### src/rtl/nt_update_scheduler.sv
// Four-channel neurotransmitter level scheduler: a periodic tick launches a
// 4-slot round-robin sweep that applies saturating inc/dec/set updates.
module nt_update_scheduler #(
    parameter int unsigned N           = 7,
    parameter int unsigned DIV         = 8,
    parameter int unsigned FAST_STEP   = 3,
    parameter int unsigned SET_VAL     = 64,
    parameter int unsigned DEFAULT_VAL = 96
) (
    input  logic           clk,
    input  logic           rst,
    input  logic           enable,
    input  logic [3:0]     inc,
    input  logic [3:0]     dec,
    input  logic [3:0]     fast,
    input  logic [3:0]     setval,
    output logic [4*N-1:0] levels,
    output logic [7:0]     levels_2b,
    output logic [3:0]     grant,
    output logic           busy,
    output logic           overrun
);

    localparam int unsigned CW = (DIV > 1) ? $clog2(DIV) : 1;

    typedef enum logic {
        IDLE  = 1'b0,
        SWEEP = 1'b1
    } state_t;

    state_t        state, state_nxt;
    logic [CW-1:0] cnt;
    logic [1:0]    ptr, ptr_nxt;
    logic [1:0]    slot, slot_nxt;
    logic          pending, pending_nxt;
    logic          overrun_nxt;
    logic          tick;

    logic [N-1:0]  lvl [4];
    logic [1:0]    ch;
    logic          req;
    logic          wr;
    logic          sub;
    logic [N-1:0]  step;
    logic [N-1:0]  cur;
    logic [N:0]    sum;
    logic [N-1:0]  sat;
    logic [N-1:0]  upd;

    // Free-running tick divider, frozen while disabled
    always_ff @(posedge clk or posedge rst) begin
        if (rst) begin
            cnt <= '0;
        end else if (enable) begin
            cnt <= (cnt == CW'(DIV - 1)) ? '0 : cnt + CW'(1);
        end
    end

    assign tick = enable && (cnt == CW'(DIV - 1));

    always_ff @(posedge clk or posedge rst) begin
        if (rst) begin
            state   <= IDLE;
            ptr     <= 2'd0;
            slot    <= 2'd0;
            pending <= 1'b0;
            overrun <= 1'b0;
        end else begin
            state   <= state_nxt;
            ptr     <= ptr_nxt;
            slot    <= slot_nxt;
            pending <= pending_nxt;
            overrun <= overrun_nxt;
        end
    end

    // A tick in slot 3 with pending already set is dropped; re-entry consumes pending
    always_comb begin
        state_nxt   = state;
        ptr_nxt     = ptr;
        slot_nxt    = slot;
        pending_nxt = pending;
        overrun_nxt = overrun;
        case (state)
            IDLE: begin
                if (tick || pending) begin
                    state_nxt   = SWEEP;
                    slot_nxt    = 2'd0;
                    pending_nxt = 1'b0;
                end
            end
            SWEEP: begin
                if (tick) begin
                    if (pending) begin
                        overrun_nxt = 1'b1;
                    end else begin
                        pending_nxt = 1'b1;
                    end
                end
                if (slot == 2'd3) begin
                    ptr_nxt  = ptr + 2'd1;
                    slot_nxt = 2'd0;
                    if (pending) begin
                        pending_nxt = 1'b0;
                    end else begin
                        state_nxt = IDLE;
                    end
                end else begin
                    slot_nxt = slot + 2'd1;
                end
            end
            default: state_nxt = IDLE;
        endcase
    end

    assign busy  = (state == SWEEP);
    assign ch    = ptr + slot;
    assign req   = inc[ch] | dec[ch] | setval[ch];
    assign wr    = busy && req;
    assign grant = wr ? (4'b0001 << ch) : 4'b0000;

    // Shared adder: subtraction as add of ones-complement plus carry-in; bit N flags over/underflow
    assign cur  = lvl[ch];
    assign sub  = dec[ch] & ~inc[ch];
    assign step = fast[ch] ? N'(FAST_STEP) : N'(1);
    assign sum  = {1'b0, cur} + (sub ? ~{1'b0, step} : {1'b0, step}) + (N+1)'(sub);
    assign sat  = sum[N] ? (sub ? '0 : '1) : sum[N-1:0];

    always_comb begin
        upd = cur;
        if (setval[ch]) begin
            upd = N'(SET_VAL);
        end else if (inc[ch] && dec[ch]) begin
            upd = cur;
        end else if (inc[ch] || dec[ch]) begin
            upd = sat;
        end
    end

    always_ff @(posedge clk or posedge rst) begin
        if (rst) begin
            for (int i = 0; i < 4; i++) begin
                lvl[i] <= N'(DEFAULT_VAL);
            end
        end else if (wr) begin
            lvl[ch] <= upd;
        end
    end

    for (genvar g = 0; g < 4; g++) begin : g_out
        assign levels[N*g +: N]     = lvl[g];
        assign levels_2b[2*g +: 2] = lvl[g][N-1 -: 2];
    end

endmodule

### config.mk
export PLATFORM = sky130hd
export DESIGN_NAME = nt_update_scheduler
export DESIGN_NICKNAME = d
export VERILOG_FILES = /design/src/rtl/nt_update_scheduler.sv
export SDC_FILE = /design/constraint.sdc
export NUM_CORES = 1
export LEC_CHECK = 0
export BUFFER_PORTS_ARGS = -buffer_cell sky130_fd_sc_hd__buf_2
export CORE_ASPECT_RATIO = 1.25
export CORE_MARGIN = 8
export CORE_UTILIZATION = 35
export DETAILED_ROUTE_END_ITERATION = 8
export SYNTH_ARGS = -nofsm -noshare
export SYNTH_HDL_FRONTEND = slang
export SYNTH_SLANG_ARGS = --single-unit
### constraint.sdc
create_clock -name clk -period 4.6 [get_ports clk]
set_input_delay 0.46 -clock clk [delete_from_list [all_inputs] [get_ports clk]]
set_output_delay 0.46 -clock clk [all_outputs]
set_load 0.01 [all_outputs]
# Word level (Yosys, flattened, before mapping)
# Index checks and enable logic that the tools add are counted.
[word_totals] reg_bits=38 wordCells=73
[classes] muxes=35 addsub=6 shifts=1 magnitude_cmp=3 n_reduce_logical=8 bitwise=7 n_eq_ne=3
[op_table] operator="$mux 7" n=8
[op_table] operator="$bwmux 28" n=1
[op_table] operator="$bmux 7 s2" n=1
[op_table] operator="$demux 7 s2" n=1
[op_table] operator="$mux 1" n=11
[op_table] operator="$add 7x8->8" n=1
[op_table] operator="$add 8x1->8" n=1
[op_table] operator="$bmux 1 s2" n=4
[op_table] operator="$mux 8" n=1
[op_table] operator="$not 2->8" n=1
[op_table] operator="$mux 2" n=3
[op_table] operator="$add 2x1->2 const B" n=2
[op_table] operator="$logic_and 1x1->1" n=4
[op_table] operator="$mux 4" n=1
[op_table] operator="$pmux 1 s2" n=2
[op_table] operator="$pmux 2 s2" n=1
[op_table] operator="$shl 1x2->4 const A" n=1
[op_table] operator="$add 3x1->3 const B" n=1
[op_table] operator="$eq 3x3->1 const B" n=1
[op_table] operator="$ge 3x3->1 const B" n=1
[op_table] operator="$lt 2x3->1 const B" n=1
[op_table] operator="$lt 3x1->1 const B" n=1
[op_table] operator="$mux 3" n=1
[op_table] operator="$not 2->3" n=1
[op_table] operator="other kinds (9)" n=12

# Longest topological paths before layout
[logic_depth] ltp_word=13 depth_mapped=15 ltp_nobuf=14

# Least setup slack after synthesis
# OpenSTA, ideal clock, no wires.
[synth_timing] path_type="register -> register" startpoint="register ptr[0]" endpoint="register lvl (netlist bit levels[4])" setup_ps=125 required_time_ps=4475 path_stages_with_launch=16 synth_period_minus_slack_ps=3509 setup_slack_ps=1091 arrival_time_ps=3385 path_cell_list="dfrtp_1 -> ha_1 -> xnor3_1 -> buf_6 -> buf_2 -> mux4_2 -> xnor2_1 -> inv_1 -> fa_1 -> nor2b_1 -> o21ai_0 -> nand2b_1 -> xnor2_1 -> o21ai_1 -> a22o_1 -> mux2_2"
[synth_between] elab_chain_cells=13
[synth_rtl] element="start: declaration" line_no="33" text="logic [1:0] ptr, ptr_nxt;"
[synth_rtl] element="start signal: assignment" line_no="70" text="ptr <= ptr_nxt;"
[synth_rtl] element="$add 2x2->2 (*)" line_no="117" text="assign ch = ptr + slot;"
[synth_rtl] element="$bmux 1 s2, on equally long branches"
[synth_rtl] element="$mux 1, on equally long branches"
[synth_rtl] element="$not 1->1 / $mux 2 (equally long branches)" line_no="124, 125"
[synth_rtl] element="$and 1x1->1 / $not 2->8 (equally long branches)" line_no="124, 126"
[synth_rtl] element="$mux 8" line_no="126" text="assign sum = {1'b0, cur} + (sub ? ~{1'b0, step} : {1'b0, step}) + (N+1)'(sub);"
[synth_rtl] element="$add 7x8->8" line_no="126"
[synth_rtl] element="$add 8x1->8" line_no="126"
[synth_rtl] element="$mux 7" line_no="127" text="assign sat = sum[N] ? (sub ? '0 : '1) : sum[N-1:0];"
[synth_rtl] element="$mux 7" line_no="135" text="end else if (inc[ch] || dec[ch]) begin"
[synth_rtl] element="$mux 7" line_no="133" text="end else if (inc[ch] && dec[ch]) begin"
[synth_rtl] element="$mux 7" line_no="131" text="if (setval[ch]) begin"
[synth_rtl] element="$bwmux 28" line_no="146" text="lvl[ch] <= upd;"
[synth_rtl] element="end signal: indexed assignment" line_no="143" text="lvl[i] <= N'(DEFAULT_VAL);"
[synth_rtl] element="end signal: indexed assignment" line_no="146"
[synth_rtl] element="end: declaration" line_no="39" text="logic [N-1:0] lvl [4];"
# Every way passes the cells marked *; elsewhere a longest branch is shown, timed or not. The select of a mux whose other input is x is not followed.
# A chain may end at the register's enable or synchronous reset.

# Worst setup path after layout
[layout_timing] startpoint="register ptr[0]" endpoint="register lvl (netlist bit levels[6])"
# The elaborated chain is that of the path after synthesis.

==> impl_results.md <==
* Share of cells above drive strength 1 at 43.6%
* Max-slew violations at 0
* Max-slew headroom at just over 40%
* Antenna violations before repair at 0
* Async set or reset register ratio after synthesis at 100%
* Fmax at between 200 and 300 MHz
* Max FO, Critical Path at 10
* Minimum clock period at ~4 ns
* Worst stage delay on the critical path at 0.67 ns
* RSZ-0062 raised after global routing: false
* Antenna Nets Post-Route at 0
* Clock sinks at 38
* Final period util at 86.8%
* Clock latency on the worst-skew pair at a little under 0.3 ns
* Most common flop cell mapped by yosys: dfrtp_1
* Num rows at 35
* Mapped Area at about 2600 sq um
* Inst Count DP at 373
* Commonest non-fill, non-tap cells in the layout: 60 x buf_2, 30 x dfrtp_1, 27 x mux2_2
* Port bufs at 60
* Sequential standard cell area at between 900 and 1000 sq um
* Endpoints failing setup at 0
* Top post-synthesis cells by area: dfrtp_1 29%, mux2_2 12%, dfstp_2 8.1%
* Seq cells post-synth at 38
* Worst Setup End Kind: flip-flop
* Number of flops mapped to enable cells by yosys at 0
* Ys Warns at 0
* Bufs on Longest Clock Path at 2
* Mapped Cells at 232
* Number of global-route vias before repair at 2077
* HP Class: input port to asynchronous set/reset pin
* Gp weighted congestion at roughly 0.89
* Outcome: finished clean
* DR vias at 2007
* TritonCTS buffer count at 5
* Area leader, netlist: dfrtp_1
* Starting Density at a little over a third
* Final Skew at between 0.004 and 0.005 ns
* Top cell type's share of synthesized area at between 20% and 30%
* Area Growth Syn to Fin at 16.8%
* Core area at approximately 7300 sq um
* Vias per cell at approximately 5.3
* Non-filler cells, final at approximately 380
* Starting DRT DRC Count at roughly 110
* Worst Max-Slew Pin Slew at 0.880 ns
* # Post-CTS Setup Buffers at 0
* Synth unique cells at between 50 and 60
* Critical path class: flip-flop to flip-flop
* CTS tree: yes
* Die height at roughly 110 microns
* Hold_buf cts at 0
* Syn_area_per_cell at 11.2 sq um
* CP Launch Type: flip-flop
* Seq/Total Area, Yosys at 37.0%
* Final Hold Vio Count at 0
* Post-layout nets at between 300 and 400
* Clock transition at the registers of the reported paths at around 0.080 ns
* Largest net degree at the start of global routing at 39
* Global-route wire length before repair at approximately 11000 microns
* WP data required at around 4.8 ns
* Multi-input gate area at about 1500 sq um
* Num ports at 61
* DP Worst Slack at just over 0.6 ns
* Root Driver: clkbuf_8
* Cells resized by post-CTS repair at 0
* FILL cells at 751
* Max-Cap Viols at 0
* H-Tree Depth at 2
* Worst EP arrival at around 4.2 ns
* Worst-path cell chain: ha_1 > xnor3_1 > buf_4 > mux2_4 > xnor2_1 > inv_1 > fa_1 > nor2b_1 > o21ai_0 > nand2b_1 > a21oi_1 > a221o_1 > o2111ai_1 > mux2_2
* Hpwl dp at ~5000 microns
* Detailed Route WL at roughly 6400 microns
* Post-Synthesis Net Count at 260
* Delay-heaviest family, CP: XOR/XNOR gates
* Fin worst setup slack at between 0.6 and 0.7 ns
* Die ar. at 10500 sq um
* Setup TNS at 0 ns
* Levels on crit path at 14
* Gr ovfl total at 0
* Antenna diodes at 0
* CP bufs+invs at 2
* Die Wd at approximately 93 microns
* DRC viols at 0
* DR pass1 iterations at 4
* Slowest cell on crit path: xnor3_1
* Total GRT Usage at 12.8%
* Commonest non-fill, non-tap cell in the layout: buf_2
* WL per Instance at 16.9 microns
* Worst Reg-to-Reg Cells at 14
flip-flops by register name, summed over array words and instances, names as in the netlist:
signal and cells:
cnt 3, ptr 2, overrun 1, busy 1, levels 28, slot 2, pending 1
metal layers:
layer / wire length [microns] / part of all wire [%] / vias to the layer above / global-route usage [%]
li1: - / - / 961 / -
met1: 2720 / 42 / 988 / 15.3
met2: 3280 / 51 / 50 / 21.5
met3: 343 / 5.3 / 8 / 3.40
met4: 89 / 1.4 / 0 / 4.53
met5: 0 / 0 / - / 0
worst min-delay path: cells and delay by family:
kind,cells,cell delay (ns)
buffers and inverters,3,0.54
cell usage after synthesis, drive strengths merged (3+ instances only):
master	number
xnor2	6
dfrtp	30
xor2	6
dfstp	8
nand3b	3
nand2b	4
nand2	12
ha	8
o21ai	12
nor3	7
a21oi	10
clkbuf	4
nor2	7
mux2	28
mux2i	15
buf	13
a31oi	4
nor3b	3
mux4	9
inv	15
cells by family (layout without fill, tap and decap cells):
group	Yosys count	after routing	share of synthesized area, %
muxes	52	52	26.0
DFF	38	38	37.0
xor gates and xnor gates	13	13	4.91
buffers and inverters	33	90	6.69
adders and majority gates	9	9	4.62
and+or+nand+nor	44	44	9.68
AOI/OAI and AO/OA	43	43	11.1
through the flow:
stage / utilization (%) / cell area, sq um / hold WS [ns]
after CTS: 41.7 / 3030 / 0.298
after global routing: 41.7 / 3030 / 0.325
after detailed placement: 40.6 / 2950 / 0.454
after global placement: 40.6 / 2950 / 0.445
after floorplan: - / 2600 / 0.457
final: 41.7 / 3030 / 0.266
worst paths after layout:
kind                       slack [ns]     from         end
max in group asynchronous        3.96      rst  levels[19]
max                              0.61   ptr[0]   levels[6]
min reg2reg                      0.47  overrun     overrun
min                              0.27      rst  levels[11]
min in group clk                 0.45   enable      cnt[0]
max reg2reg                      0.61   ptr[0]   levels[6]
area by class of cell:
type	instances	area share [%]
clock inverters	2	0.289
flip-flops and latches	38	31.7
repair buffers	66	11.4
inverters	16	2.02
well taps	92	3.79
clock buffers	6	2.39
multi-input cells	161	48.5
Power is not shown: default switching activity piles up to over one toggle a cycle in this logic, so the estimate is an artifact.
